[src/rtl/operand_fwd_scoreboard_pkg.sv]
// Shared encodings for the operand-forwarding scoreboard: producer source kinds
// and the operand-select encoding (0 = register file, k+1 = slot k).
package operand_fwd_scoreboard_pkg;

  localparam int DEST_SRC_W = 2;

  typedef enum logic [DEST_SRC_W-1:0] {
    DEST_SRC_NONE = 2'd0,
    DEST_SRC_ALU  = 2'd1,
    DEST_SRC_MEM  = 2'd2
  } dest_src_e;

  localparam int SEL_RF = 0;

  function automatic int sel_width(input int depth);
    return $clog2(depth + 1);
  endfunction

endpackage

[src/rtl/operand_fwd_scoreboard_if.sv]
// Decode-side bundle of the forwarding scoreboard: issue, operand requests,
// forwarding data in, resolved operands / hazard / stall count out.
interface operand_fwd_scoreboard_if
  import operand_fwd_scoreboard_pkg::*;
#(
  parameter int REG_IDX_W  = 5,
  parameter int WORD_W     = 32,
  parameter int N_SRC      = 2,
  parameter int PIPE_DEPTH = 3,
  parameter int CNT_W      = 32
);
  localparam int SEL_W = sel_width(PIPE_DEPTH);

  logic                         i_issue_valid;
  logic [REG_IDX_W-1:0]         i_issue_dest;
  logic [DEST_SRC_W-1:0]        i_issue_src;
  logic                         i_flush;
  logic [N_SRC*REG_IDX_W-1:0]   i_src_reg;
  logic [N_SRC-1:0]             i_src_used;
  logic [N_SRC*WORD_W-1:0]      i_rf_data;
  logic [PIPE_DEPTH*WORD_W-1:0] i_slot_data;
  logic [N_SRC*WORD_W-1:0]      o_src_data;
  logic [N_SRC*SEL_W-1:0]       o_src_sel;
  logic                         o_hazard;
  logic [CNT_W-1:0]             o_stall_cnt;

  modport master (
    output i_issue_valid, i_issue_dest, i_issue_src, i_flush,
           i_src_reg, i_src_used, i_rf_data, i_slot_data,
    input  o_src_data, o_src_sel, o_hazard, o_stall_cnt
  );

  modport slave (
    input  i_issue_valid, i_issue_dest, i_issue_src, i_flush,
           i_src_reg, i_src_used, i_rf_data, i_slot_data,
    output o_src_data, o_src_sel, o_hazard, o_stall_cnt
  );
endinterface

[src/rtl/operand_fwd_scoreboard_fwd_operand_resolve.sv]
// Single-operand resolver: finds the youngest in-flight writer of src_reg and
// forwards its slot data, or flags a load-use hazard if the load is not ready.
module fwd_operand_resolve #(
  parameter int REG_IDX_W      = 5,
  parameter int WORD_W         = 32,
  parameter int PIPE_DEPTH     = 3,
  parameter int MEM_READY_SLOT = 1,
  parameter int SEL_W          = 2
) (
  input  logic                         src_used,
  input  logic [REG_IDX_W-1:0]         src_reg,
  input  logic [WORD_W-1:0]            rf_data,
  input  logic [PIPE_DEPTH-1:0]        slot_valid,
  input  logic [PIPE_DEPTH-1:0]        slot_is_mem,
  input  logic [PIPE_DEPTH*REG_IDX_W-1:0] slot_dest,
  input  logic [PIPE_DEPTH*WORD_W-1:0] slot_data,
  output logic [WORD_W-1:0]            src_data,
  output logic [SEL_W-1:0]             src_sel,
  output logic                         hazard
);
  logic [PIPE_DEPTH-1:0] hit;

  genvar gi;
  generate
    for (gi = 0; gi < PIPE_DEPTH; gi++) begin : g_hit
      assign hit[gi] = slot_valid[gi] && (slot_dest[gi*REG_IDX_W +: REG_IDX_W] == src_reg);
    end
  endgenerate

  // Scan oldest to youngest so the lowest matching slot overrides everything older.
  always_comb begin
    src_data = rf_data;
    src_sel  = '0;
    hazard   = 1'b0;
    if (src_used && (src_reg != '0)) begin
      for (int k = PIPE_DEPTH - 1; k >= 0; k--) begin
        if (hit[k]) begin
          if (slot_is_mem[k] && (k < MEM_READY_SLOT)) begin
            hazard   = 1'b1;
            src_sel  = '0;
            src_data = '0;
          end else begin
            hazard   = 1'b0;
            src_sel  = SEL_W'(k + 1);
            src_data = slot_data[k*WORD_W +: WORD_W];
          end
        end
      end
    end
  end
endmodule

[src/rtl/operand_fwd_scoreboard.sv]
// Decode-side forwarding / load-use unit: shift-register scoreboard of
// in-flight writers, one resolver per source operand, saturating stall counter.
module operand_fwd_scoreboard
  import operand_fwd_scoreboard_pkg::*;
#(
  parameter int REG_IDX_W      = 5,
  parameter int WORD_W         = 32,
  parameter int N_SRC          = 2,
  parameter int PIPE_DEPTH     = 3,
  parameter int MEM_READY_SLOT = 1,
  parameter int CNT_W          = 32
) (
  input logic clk,
  input logic aresetn,
  operand_fwd_scoreboard_if.slave bus
);
  localparam int SEL_W = sel_width(PIPE_DEPTH);

  logic [PIPE_DEPTH-1:0]           slot_valid_reg;
  logic [PIPE_DEPTH*REG_IDX_W-1:0] slot_dest_reg;
  dest_src_e                       slot_src_reg [PIPE_DEPTH];
  logic [PIPE_DEPTH-1:0]           slot_is_mem;
  logic [CNT_W-1:0]                stall_cnt_reg;
  logic [N_SRC-1:0]                operand_hazard;
  logic [N_SRC*WORD_W-1:0]         src_data;
  logic [N_SRC*SEL_W-1:0]          src_sel;
  logic                            hazard;
  logic                            issue_ok;

  genvar gi;
  generate
    for (gi = 0; gi < PIPE_DEPTH; gi++) begin : g_is_mem
      assign slot_is_mem[gi] = (slot_src_reg[gi] == DEST_SRC_MEM);
    end

    for (gi = 0; gi < N_SRC; gi++) begin : g_src
      fwd_operand_resolve #(
        .REG_IDX_W      (REG_IDX_W),
        .WORD_W         (WORD_W),
        .PIPE_DEPTH     (PIPE_DEPTH),
        .MEM_READY_SLOT (MEM_READY_SLOT),
        .SEL_W          (SEL_W)
      ) u_resolve (
        .src_used    (bus.i_src_used[gi]),
        .src_reg     (bus.i_src_reg[gi*REG_IDX_W +: REG_IDX_W]),
        .rf_data     (bus.i_rf_data[gi*WORD_W +: WORD_W]),
        .slot_valid  (slot_valid_reg),
        .slot_is_mem (slot_is_mem),
        .slot_dest   (slot_dest_reg),
        .slot_data   (bus.i_slot_data),
        .src_data    (src_data[gi*WORD_W +: WORD_W]),
        .src_sel     (src_sel[gi*SEL_W +: SEL_W]),
        .hazard      (operand_hazard[gi])
      );
    end
  endgenerate

  assign hazard = |operand_hazard;

  // x0 writes and non-writing instructions never enter the scoreboard.
  assign issue_ok = bus.i_issue_valid && !hazard && (bus.i_issue_dest != '0) &&
                    (bus.i_issue_src != DEST_SRC_W'(DEST_SRC_NONE));

  always_ff @(posedge clk or negedge aresetn) begin
    if (!aresetn) begin
      slot_valid_reg <= '0;
      slot_dest_reg  <= '0;
      for (int k = 0; k < PIPE_DEPTH; k++) slot_src_reg[k] <= DEST_SRC_NONE;
      stall_cnt_reg  <= '0;
    end else begin
      for (int k = PIPE_DEPTH - 1; k > 0; k--) begin
        slot_valid_reg[k] <= slot_valid_reg[k-1] && !(bus.i_flush && (k == 1));
        slot_dest_reg[k*REG_IDX_W +: REG_IDX_W] <= slot_dest_reg[(k-1)*REG_IDX_W +: REG_IDX_W];
        slot_src_reg[k] <= slot_src_reg[k-1];
      end
      slot_valid_reg[0]             <= issue_ok;
      slot_dest_reg[0 +: REG_IDX_W] <= bus.i_issue_dest;
      slot_src_reg[0]               <= dest_src_e'(bus.i_issue_src);
      if (hazard && (stall_cnt_reg != '1))
        stall_cnt_reg <= stall_cnt_reg + CNT_W'(1);
    end
  end

  assign bus.o_src_data  = src_data;
  assign bus.o_src_sel   = src_sel;
  assign bus.o_hazard    = hazard;
  assign bus.o_stall_cnt = stall_cnt_reg;
endmodule

[src/flat_wrapper.sv]
// flat-port wrapper written by rule: the top's interface ports become plain ports
module operand_fwd_scoreboard_flat import operand_fwd_scoreboard_pkg::*;
#(
  parameter int REG_IDX_W      = 5,
  parameter int WORD_W         = 32,
  parameter int N_SRC          = 2,
  parameter int PIPE_DEPTH     = 3,
  parameter int MEM_READY_SLOT = 1,
  parameter int CNT_W          = 32
)
  (clk, aresetn, bus_i_issue_valid, bus_i_issue_dest, bus_i_issue_src, bus_i_flush, bus_i_src_reg, bus_i_src_used, bus_i_rf_data, bus_i_slot_data, bus_o_src_data, bus_o_src_sel, bus_o_hazard, bus_o_stall_cnt);
  operand_fwd_scoreboard_if #(.REG_IDX_W(REG_IDX_W), .WORD_W(WORD_W), .N_SRC(N_SRC), .PIPE_DEPTH(PIPE_DEPTH), .CNT_W(CNT_W)) bus_i ();
  input logic clk;
  input logic aresetn;
  input wire logic [$bits(bus_i.i_issue_valid)-1:0] bus_i_issue_valid;
  input wire logic [$bits(bus_i.i_issue_dest)-1:0] bus_i_issue_dest;
  input wire logic [$bits(bus_i.i_issue_src)-1:0] bus_i_issue_src;
  input wire logic [$bits(bus_i.i_flush)-1:0] bus_i_flush;
  input wire logic [$bits(bus_i.i_src_reg)-1:0] bus_i_src_reg;
  input wire logic [$bits(bus_i.i_src_used)-1:0] bus_i_src_used;
  input wire logic [$bits(bus_i.i_rf_data)-1:0] bus_i_rf_data;
  input wire logic [$bits(bus_i.i_slot_data)-1:0] bus_i_slot_data;
  output wire logic [$bits(bus_i.o_src_data)-1:0] bus_o_src_data;
  output wire logic [$bits(bus_i.o_src_sel)-1:0] bus_o_src_sel;
  output wire logic [$bits(bus_i.o_hazard)-1:0] bus_o_hazard;
  output wire logic [$bits(bus_i.o_stall_cnt)-1:0] bus_o_stall_cnt;
  assign bus_i.i_issue_valid = bus_i_issue_valid;
  assign bus_i.i_issue_dest = bus_i_issue_dest;
  assign bus_i.i_issue_src = bus_i_issue_src;
  assign bus_i.i_flush = bus_i_flush;
  assign bus_i.i_src_reg = bus_i_src_reg;
  assign bus_i.i_src_used = bus_i_src_used;
  assign bus_i.i_rf_data = bus_i_rf_data;
  assign bus_i.i_slot_data = bus_i_slot_data;
  assign bus_o_src_data = bus_i.o_src_data;
  assign bus_o_src_sel = bus_i.o_src_sel;
  assign bus_o_hazard = bus_i.o_hazard;
  assign bus_o_stall_cnt = bus_i.o_stall_cnt;
  operand_fwd_scoreboard #(.REG_IDX_W(REG_IDX_W), .WORD_W(WORD_W), .N_SRC(N_SRC), .PIPE_DEPTH(PIPE_DEPTH), .MEM_READY_SLOT(MEM_READY_SLOT), .CNT_W(CNT_W)) u_core (.clk(clk), .aresetn(aresetn), .bus(bus_i));
endmodule
[config.mk]
export PLATFORM = sky130hd
export DESIGN_NAME = operand_fwd_scoreboard_flat
export DESIGN_NICKNAME = d
export VERILOG_FILES = /design/src/rtl/operand_fwd_scoreboard_pkg.sv /design/src/rtl/operand_fwd_scoreboard_if.sv /design/src/rtl/operand_fwd_scoreboard_fwd_operand_resolve.sv /design/src/rtl/operand_fwd_scoreboard.sv /design/src/flat_wrapper.sv
export SDC_FILE = /design/constraint.sdc
export NUM_CORES = 1
export LEC_CHECK = 0
export BUFFER_PORTS_ARGS = -buffer_cell sky130_fd_sc_hd__buf_4
export CAP_MARGIN = 10
export CELL_PAD_IN_SITES_DETAIL_PLACEMENT = 0
export CELL_PAD_IN_SITES_GLOBAL_PLACEMENT = 2
export CORE_MARGIN = 2
export CORE_UTILIZATION = 28
export CTS_CLUSTER_DIAMETER = 200
export DETAILED_ROUTE_END_ITERATION = 8
export PLACE_DENSITY_LB_ADDON = 0.1
export SLEW_MARGIN = 20
export SYNTH_ARGS = -nofsm -noshare
export SYNTH_HDL_FRONTEND = slang
export SYNTH_HIERARCHICAL = 1
export SYNTH_SLANG_ARGS = --single-unit
[constraint.sdc]
create_clock -name clk -period 7.6 [get_ports clk]
set_input_delay 0 -clock clk [delete_from_list [all_inputs] [get_ports clk]]
set_output_delay 0 -clock clk [all_outputs]
set_load 0.01 [all_outputs]
== Yosys cells after proc, flatten, opt, wreduce, memory -nomap -nowiden ==
Cells that the tools add are included.
Word-level totals
  flip-flop bits (word level): 52
  input bits: 183
  output and inout bits: 101
  logic and storage cells: 56
Operators by class
  $add $sub $neg: 1
  equal/unequal tests: 8
  muxes and demuxes: 23
  reductions and logical operators: 20
Operators with widths (count)
  32-bit 2-to-1 mux: 9
  32-bit by 1-bit adder with 32-bit output (second input constant): 1
  32-bit != test (second input constant): 1
  5-bit equality test: 6
  2-bit 2-to-1 mux: 8
  5-bit nonzero test: 3
  1-bit logical AND: 13
  1-bit 2-to-1 mux: 6
  2-bit equality test (second input constant): 1
  1-bit zero test: 2
  2-bit nonzero test: 1
  2-bit OR reduction: 1

== Depth between registers and ports, before layout ==
Gate-level depths: netlist (run 1).
  word-level depth: 9
  gate-level depth with buffers: 12
  depth with buffers taken out: 10

== Modules after synthesis ==
The synthesis (run 1) kept the hierarchy.
Modules (own cells, without submodules)
  fwd_operand_resolve: times used 2, cells each 252, area an instance 1790.5 um^2, seq. area each 0.0 um^2
  operand_fwd_scoreboard: times used 1, cells each 175, area an instance 2254.7 um^2, seq. area each 1401.3 um^2

== Least setup slack after synthesis (run 1) ==
OpenSTA, ideal clock, no wires.
  kind: register to register
  start point: register u_core.slot_dest_reg[3]
  end point: register u_core.stall_cnt_reg[25] (netlist: u_core/bus.o_stall_cnt[25])
  library setup time: 0.079 ns
  arrival time: 2.578 ns
  required time: 7.521 ns
  path slack: 4.943 ns
  stages on the path, launching flop included: 12
  buffers on the path: 1
  clock period less this slack: 2.657 ns
  cells stage by stage: dfrtp_1 > xor2_1 > nor4_2 > nand3_2 > clkbuf_1 > nor3_1 > nor2_1 > inv_1 > nand4_4 > a311oi_2 > and3_1 > xor2_1
On the way
  longest elaborated chain between the ends: 6
  elaborated cells on any way between the ends: 10
  those cells by class: eq/ne (2); mux (4); reduce/logical (4)
Ends and longest elaborated chain
  from (decl): line operand_fwd_scoreboard.sv:20  | logic [PIPE_DEPTH*REG_IDX_W-1:0] slot_dest_reg;
  from (signal, indexed assignment): line operand_fwd_scoreboard.sv:73  | slot_dest_reg[k*REG_IDX_W +: REG_IDX_W] <= slot_dest_reg[(k-1)*REG_IDX_W +: REG_IDX_W];
  from (signal, indexed assignment): line operand_fwd_scoreboard.sv:77  | slot_dest_reg[0 +: REG_IDX_W] <= bus.i_issue_dest;
  5-bit equality test: line operand_fwd_scoreboard_fwd_operand_resolve.sv:26  | assign hit[gi] = slot_valid[gi] && (slot_dest[gi*REG_IDX_W +: REG_IDX_W] == src_reg);
  1-bit logical AND: line operand_fwd_scoreboard_fwd_operand_resolve.sv:26
  1-bit 2-to-1 mux: line operand_fwd_scoreboard_fwd_operand_resolve.sv:37  | if (hit[k]) begin
  1-bit 2-to-1 mux: line operand_fwd_scoreboard_fwd_operand_resolve.sv:35  | if (src_used && (src_reg != '0)) begin
  named net u_core.operand_hazard[1]: line operand_fwd_scoreboard.sv:24  | logic [N_SRC-1:0] operand_hazard;
  2-bit OR reduction: line operand_fwd_scoreboard.sv:58  | assign hazard = |operand_hazard;
  named net bus_o_hazard: line flat_wrapper.sv:25  | output wire logic [$bits(bus_i.o_hazard)-1:0] bus_o_hazard;
  1-bit logical AND: line operand_fwd_scoreboard.sv:79  | if (hazard && (stall_cnt_reg != '1))
  to (signal assigned): line operand_fwd_scoreboard.sv:80  | stall_cnt_reg <= stall_cnt_reg + CNT_W'(1);
  to (decl): line operand_fwd_scoreboard.sv:23  | logic [CNT_W-1:0] stall_cnt_reg;
The timed path passes the listed nets, and every way through them passes these cells.
A chain may end at the register's enable or synchronous reset.

== Worst setup path after layout (run 1) ==
  start point: register u_core.slot_dest_reg[1]
  end point: output port bus_o_src_data[32]
On the way
  longest elaborated chain between the ends: 4
Ends and longest elaborated chain
  5-bit equality test: line operand_fwd_scoreboard_fwd_operand_resolve.sv:26
  1-bit logical AND: line operand_fwd_scoreboard_fwd_operand_resolve.sv:26
  32-bit 2-to-1 mux: line operand_fwd_scoreboard_fwd_operand_resolve.sv:37
  32-bit 2-to-1 mux: line operand_fwd_scoreboard_fwd_operand_resolve.sv:35
  to (decl): line flat_wrapper.sv:23  | output wire logic [$bits(bus_i.o_src_data)-1:0] bus_o_src_data;
Every way passes these cells.

==> results by group, run 1 <==
Run status
  – Outcome: finished, final reports clean

Route
  – Residual antenna-violating net count after detailed routing: 0
  – Sum of routed wire length over all layers: 24.67 mm
  – Detailed-router iteration count before antenna repair: 4
  – Vias: 6,284
  – # DRC: 0
  – Routed length per placed instance: 20.67 µm
  – Vias per std cell: 5.267
  – Number of violations reported at the end of detailed-routing iteration 0: 287

Setup path
  – Reg-to-reg critical path startpoint: u_core/slot_dest_reg[1]$_DFF_PN0_
  – Start point of the critical path: u_core/slot_dest_reg[1]$_DFF_PN0_
  – Endpoint type of the worst setup path: output port
  – Arrival time reported for the critical path endpoint: 3830 ps
  – Worst endpoint required time: 7600 ps
  – Class of the most critical setup path: flop to output port
  – Maximum fanout along the worst path: 36
  – Type of origin of the critical path: flop

Power and ir drop
  – Part of the total power dissipated in the clock network: 27.4%
  – Switching Power: 0.2892 mW
  – Relative contribution of sequential cells to total power: 33.8%
  – Internal power of the cells: 0.5740 mW
  – Part of the total power dissipated in combinational logic: 38.8%
  – Power Dens Cells: 105.4 nW/µm²
  – Leakage dissipation: 4.272 nW
  – Switching power as a share of total power: 33.50%
  – VDD IR max: 0.0001098 V

Timing
  – Tightest hold margin: 23.35 ps
  – Share of the clock period used by the worst path after layout: 50.36%
  – Max transition margin: 25.54%
  – Setup TNS: 0 ps
  – Slew at the pin closest to its max-slew limit: 1117 ps
  – Count of endpoints failing hold in the final timing report: 0
  – # setup viols final: 0
  – Achievable clock frequency: 261.3 MHz
  – Max Clock Skew: 6.937 ps
  – Unrepaired setup endpoints after global routing: no
  – Minimum period implied by the final worst setup slack: 3828 ps
  – Fin. max-slew vios: 0

Finish
  – Diodes inserted: 0
  – Number of filler instances in the final layout: 2,083
  – Multi-input logic area: 3862 µm²
  – Number of flip-flops under the largest register name: 32
  – Layout cells sized above 1: 42.25%
  – Post-layout nets: 1,106
  – Total area of sequential cells: 1301 µm²
  – P&R area growth vs syn: 43.07%
  – Post-route design area: 8188 µm²

Yosys
  – Synthesized instance count: 673
  – Synth Cell Area: 5723 µm²
  – Net count after synthesis: 857
  – Average size of a mapped cell: 8.504 µm²
  – Total of warnings raised by yosys: 6

Global route
  – Maximum number of pins on one net before global-route repair: 68
  – First-pass GRT wire length: 37.38 mm
  – Sum of overflow across all layers after global routing: 0
  – Total Routing Usage GR: 21.82%
  – Number of antenna violations at the first check in global routing: 0
  – Via count of the first global-routing pass: 6,460

Clocking
  – TritonCTS clock tree: done
  – Inserted Clock Buffers: 5
  – Clk Tree Root Cell: sky130_fd_sc_hd__clkbuf_16
  – Number of H-tree levels: 2
  – Number of buffers between clock root and the deepest sink: 2
  – Total setup buffers inserted after CTS: 0
  – Sink count of the clock tree: 52
  – Clock network latency to the later pin of the worst-skew pair: 300 ps
  – Clock transition at the registers of the reported paths: 80 ps

Placed design
  – Number of port buffers: 283
  – Cell area reported after detailed placement: 7945 µm²
  – Routability congestion estimate: 0.8763
  – Half-perimeter wire length of the detailed placement result: 17.71 mm

Floorplan
  – Floorplan Core Area: 20,170 µm²
  – Starting utilization of the core area: 28.37%
  – Die area: 21,600 µm²
  – Horizontal die dimension: 147.0 µm
  – # rows: 52
  – IO Count: 284
  – Vertical die dimension: 147.0 µm

Hold path
  – Class of the tightest hold or removal check: input pin to flop
  – Hold Crit Start: bus_i_issue_valid

Flow run
  – Number of maximum-capacitance constraint violations: 0
-- worst max-delay path, cell delays in order (launching register included) --
cell and delay (ps):
sky130_fd_sc_hd__dfrtp_1 420, sky130_fd_sc_hd__xor2_1 170, sky130_fd_sc_hd__nor4_2 350, sky130_fd_sc_hd__nand3_2 880, sky130_fd_sc_hd__and3_2 800, sky130_fd_sc_hd__buf_4 350
sky130_fd_sc_hd__a221oi_1 350, sky130_fd_sc_hd__buf_4 180
-- layout make-up --
type | instances | share of cell area [%]
Clock buffer | 5 | 1.528
Clock inverter | 3 | 0.3362
Inverter | 71 | 3.255
Multi-Input combinational cell | 493 | 47.17
Sequential cell | 52 | 15.89
Tap cell | 270 | 4.126
Timing Repair Buffer | 299 | 27.69
-- power groups by stage --
| stage | Combinational (mW) | Clock (mW) | Sequential [mW] |
|---|---|---|---|
| 2_1_floorplan | 0.157 | 0 | 0.296 |
| 3_3_place_gp | 0.330 | 0 | 0.297 |
| 3_5_place_dp | 0.332 | 0 | 0.297 |
| 4_1_cts | 0.337 | 0.245 | 0.292 |
| 5_1_grt | 0.360 | 0.253 | 0.293 |
| 6_report | 0.335 | 0.236 | 0.292 |
-- path summary, 6_finish.rpt --
check	to	slack, ps	depth (start not counted)
max	bus_o_src_data[32]	3770	7
min	u_core/slot_valid_reg[0]$_DFF_PN0_	20	3
max reg2reg	u_core/bus.o_stall_cnt[13]$_DFFE_PN0P_	3850	10
min reg2reg	u_core/slot_dest_reg[8]$_DFF_PN0_	440	0
max in group asynchronous	u_core/bus.o_stall_cnt[0]$_DFFE_PN0P_	6870	2
min in group asynchronous	u_core/bus.o_stall_cnt[16]$_DFFE_PN0P_	290	2
-- through the flow --
stage	instances	utilization, %	power, mW	setup WS, ps
2_1_floorplan	673	-	0.4531	4943
3_3_place_gp	1176	39.39	0.6269	3965
3_5_place_dp	1176	39.39	0.6295	3872
4_1_cts	1193	40.60	0.8732	3766
5_1_grt	1193	40.60	0.9064	3530
6_report	1193	40.60	0.8632	3772
-- routing by layer --
layer  GRT usage (%)  wire length [µm]  up-vias
met2           38.92             12280      257
met1           27.41             10330     3018
li1                -                 -     2980
met3           3.571              1592       29
met4           5.721               461        0
met5               0                 0        -
-- cells in the final DEF, fill, tap and decap left out, types with 2 or more instances in the layout --
cell type / n
sky130_fd_sc_hd__o21a_2: 2
sky130_fd_sc_hd__or4_1: 2
sky130_fd_sc_hd__a221oi_1: 4
sky130_fd_sc_hd__nand2_1: 12
sky130_fd_sc_hd__nand3_2: 6
sky130_fd_sc_hd__a21oi_1: 3
sky130_fd_sc_hd__nand4_1: 8
sky130_fd_sc_hd__xor2_1: 41
sky130_fd_sc_hd__and4_1: 4
sky130_fd_sc_hd__mux2i_1: 64
sky130_fd_sc_hd__o21ai_0: 66
sky130_fd_sc_hd__buf_4: 290
sky130_fd_sc_hd__nor2_1: 75
sky130_fd_sc_hd__dlygate4sd3_1: 9
sky130_fd_sc_hd__nor3_1: 6
sky130_fd_sc_hd__a21boi_0: 2
sky130_fd_sc_hd__and3_1: 5
sky130_fd_sc_hd__o22ai_1: 64
sky130_fd_sc_hd__nor4_1: 6
sky130_fd_sc_hd__clkbuf_16: 5
sky130_fd_sc_hd__inv_1: 71
sky130_fd_sc_hd__and4_4: 4
sky130_fd_sc_hd__and2_2: 3
sky130_fd_sc_hd__dfrtp_1: 52
sky130_fd_sc_hd__and3_2: 3
sky130_fd_sc_hd__a221oi_2: 60
sky130_fd_sc_hd__nor4_2: 4
sky130_fd_sc_hd__a31oi_1: 2
sky130_fd_sc_hd__xnor2_1: 18
sky130_fd_sc_hd__nand3_1: 10
sky130_fd_sc_hd__nand3b_1: 2
sky130_fd_sc_hd__nor2b_1: 2
-- what timing repair did --
item                                    CTS  global route
endpoints found under the hold margin    60             0
hold buffers                              9             0
endpoints found under the setup margin    0             0
gates resized for setup                   0             0
Note: power is estimated with default switching activity, not from simulation.
==> run 2, diff against run 1 <==
Settings changed: CORE_UTILIZATION 28 to 23.
Clock period 7.6 ns to 3.45 ns, I/O delays scaled along.
==> results by group, run 2 (synthesis gave the netlist of run 1 again) <==
Run status
  – Outcome: finished, final reports clean

Timing
  – Slew at the pin closest to its max-slew limit: 1071 ps (-46.17 ps)
  – Fin. max-slew vios: 0 (unchanged)
  – Max Clock Skew: 11.90 ps (+4.963 ps)
  – Tightest hold margin: 48.86 ps (+25.51 ps)
  – Unrepaired setup endpoints after global routing: no
  – Count of endpoints failing hold in the final timing report: 0 (unchanged)
  – Max transition margin: 28.61% (+3.1 points)
  – # setup viols final: 0 (unchanged)
  – Minimum period implied by the final worst setup slack: 3068 ps
  – Achievable clock frequency: 326.0 MHz
  – Final critical-path setup slack: 382.4 ps (-3390 ps)
  – Setup TNS: 0 ps (unchanged)
  – Share of the clock period used by the worst path after layout: 88.92%

Finish
  – P&R area growth vs syn: 45.19%
  – Number of flip-flops under the largest register name: 32 (unchanged)
  – Most common library cell in the layout ignoring fill and taps: sky130_fd_sc_hd__buf_4
  – Post-layout nets: 1,113 (+0.63%)
  – Most frequent cells in the layout: sky130_fd_sc_hd__buf_4 (297), sky130_fd_sc_hd__nor2_1 (75), sky130_fd_sc_hd__inv_1 (71)
  – Total area of sequential cells: 1301 µm² (unchanged)
  – Layout cells sized above 1: 42.69% (+0.43 points)
  – Multi-input logic area: 3862 µm² (unchanged)
  – Number of filler instances in the final layout: 2,637 (+27%)

Setup path
  – Worst endpoint required time: 3450 ps (-4150 ps)
  – Endpoint type of the worst setup path: output port
  – Library cell contributing the largest single delay on the critical path: sky130_fd_sc_hd__and2_2
  – Most numerous cell on the critical path: sky130_fd_sc_hd__buf_4
  – Arrival time reported for the critical path endpoint: 3070 ps (-760 ps)
  – Critical path cell sequence: xor2_1 > nor4_2 > nand3_2 > buf_4 > buf_4 > and2_2 > a221oi_2 > buf_4
  – Cell family with most CP delay: simple AND/OR/NAND/NOR gates
  – Maximum fanout along the worst path: 33 (-8.3%)
  – Type of origin of the critical path: flop
  – Buffers & Inverters on Critical Path: 3 (+1)
  – Worst path max stage delay: 540 ps (-340 ps)
  – Class of the most critical setup path: flop to output port

Power and ir drop
  – VDD IR max: 0.0002470 V (+120%)
  – Leakage dissipation: 4.299 nW (+0.62%)
  – Power Dens Cells: 228.7 nW/µm² (+120%)

Floorplan
  – Vertical die dimension: 161.7 µm (+10%)
  – Starting utilization of the core area: 23.46% (-4.9 points)
  – Die area: 26,160 µm² (+21%)
  – IO Count: 284 (unchanged)
  – Horizontal die dimension: 161.7 µm (+10%)
  – Floorplan Core Area: 24,390 µm² (+21%)
  – # rows: 57 (+9.6%)

Global route
  – Total Routing Usage GR: 18.99% (-2.8 points)
  – Via count of the first global-routing pass: 6,509 (+0.76%)
  – Number of antenna violations at the first check in global routing: 0 (unchanged)
  – First-pass GRT wire length: 39.23 mm (+4.9%)
  – Sum of overflow across all layers after global routing: 0 (unchanged)
  – Maximum number of pins on one net before global-route repair: 65 (-4.4%)

Placed design
  – Half-perimeter wire length of the detailed placement result: 19.14 mm (+8.0%)
  – Routability congestion estimate: 0.8429 (-3.8%)
  – Placement-stage worst setup slack: 646.7 ps (-3226 ps)
  – Number of port buffers: 283 (unchanged)

Route
  – Detailed-router iteration count before antenna repair: 5 (+1)
  – Vias: 6,255 (-0.46%)
  – Vias per std cell: 4.984 (-5.4%)
  – Routed length per placed instance: 20.69 µm (about the same)
  – Number of violations reported at the end of detailed-routing iteration 0: 230 (-20%)
  – # DRC: 0 (unchanged)
  – Sum of routed wire length over all layers: 25.96 mm (+5.3%)
  – Residual antenna-violating net count after detailed routing: 0 (unchanged)

Clocking
  – Clock transition at the registers of the reported paths: 70 ps (about the same)
  – Inserted Clock Buffers: 5 (unchanged)
  – Number of buffers between clock root and the deepest sink: 2 (unchanged)
  – Clock network latency to the later pin of the worst-skew pair: 290 ps (about the same)
  – Post-cts resize count: 0 (unchanged)
  – Clk Tree Root Cell: sky130_fd_sc_hd__clkbuf_16
  – Sink count of the clock tree: 52 (unchanged)
  – Total setup buffers inserted after CTS: 0 (unchanged)
  – Number of H-tree levels: 2 (unchanged)
  – # hold bufs at CTS: 9 (unchanged)
  – TritonCTS clock tree: done

Flow run
  – Number of maximum-capacitance constraint violations: 0 (unchanged)

Hold path
  – Class of the tightest hold or removal check: input pin to flop
[run 2: cell count changes in the layout (fill, tap and decap cells not counted), sizes merged]
cell,before,now
diode,0,1
clkinvlp,1,2
clkinv,1,0
buf,290,297
[run 2: final cells by class]
cell class / count / share of cell area, %
Antenna cell: 1 / 0.03012
Clock buffer: 5 / 1.506
Clock inverter: 3 / 0.3162
Inverter: 71 / 3.207
Multi-Input combinational cell: 493 / 46.48
Sequential cell: 52 / 15.66
Tap cell: 324 / 4.879
Timing Repair Buffer: 306 / 27.92
[run 2: where the power goes]
group | leakage [nW] | internal (mW) | switching [mW]
logic | 3.55 | 0.367 | 0.373
registers | 0.678 | 0.624 | 0.0190
clock network | 0.0680 | 0.275 | 0.242
[run 2: metrics by stage]
| step | instances | total power [mW] | instance area [µm²] | utilization (%) |
|---|---|---|---|---|
| floorplan | 673 | 0.9981 | 5723 | - |
| global placement | 1237 | 1.393 | 8064 | 33.06 |
| detailed placement | 1237 | 1.394 | 8065 | 33.07 |
| CTS | 1254 | 1.925 | 8307 | 34.06 |
| global route | 1254 | 2.010 | 8307 | 34.06 |
| finish | 1255 | 1.900 | 8309 | 34.07 |
[run 2: worst reg2reg max path, delay by kind of cell (launching register included)]
| family | cells | cell delay [ps] |
|---|---|---|
| XOR/XNOR | 2 | 330 |
| AND/OR/NAND/NOR | 6 | 1240 |
| AO/OA/AOI/OAI | 1 | 530 |
| flip-flops | 1 | 410 |
| buffers and inverters | 1 | 210 |
[run 2: final timing paths]
kind	start	end	slack [ps]	cells after the start
worst max register to register	u_core/slot_dest_reg[3]$_DFF_PN0_	u_core/bus.o_stall_cnt[25]$_DFFE_PN0P_	650	10
worst min register to register	u_core/slot_dest_reg[2]$_DFF_PN0_	u_core/slot_dest_reg[7]$_DFF_PN0_	430	0
max in group asynchronous	aresetn	u_core/slot_valid_reg[1]$_DFF_PN0_	2710	2
worst min-delay path	bus_i_issue_valid	u_core/slot_valid_reg[0]$_DFF_PN0_	50	3
worst max-delay path	u_core/slot_dest_reg[3]$_DFF_PN0_	bus_o_src_data[42]	380	8
min in group asynchronous	aresetn	u_core/bus.o_stall_cnt[17]$_DFFE_PN0P_	280	2
[run 2: layer usage]
metal	vias to the layer above	global-route usage [%]	wire length, µm
met4	0	4.385	584
met1	3006	23.56	11120
met2	218	34.27	12690
met3	33	3.294	1566
li1	2998	-	-
met5	-	0	0
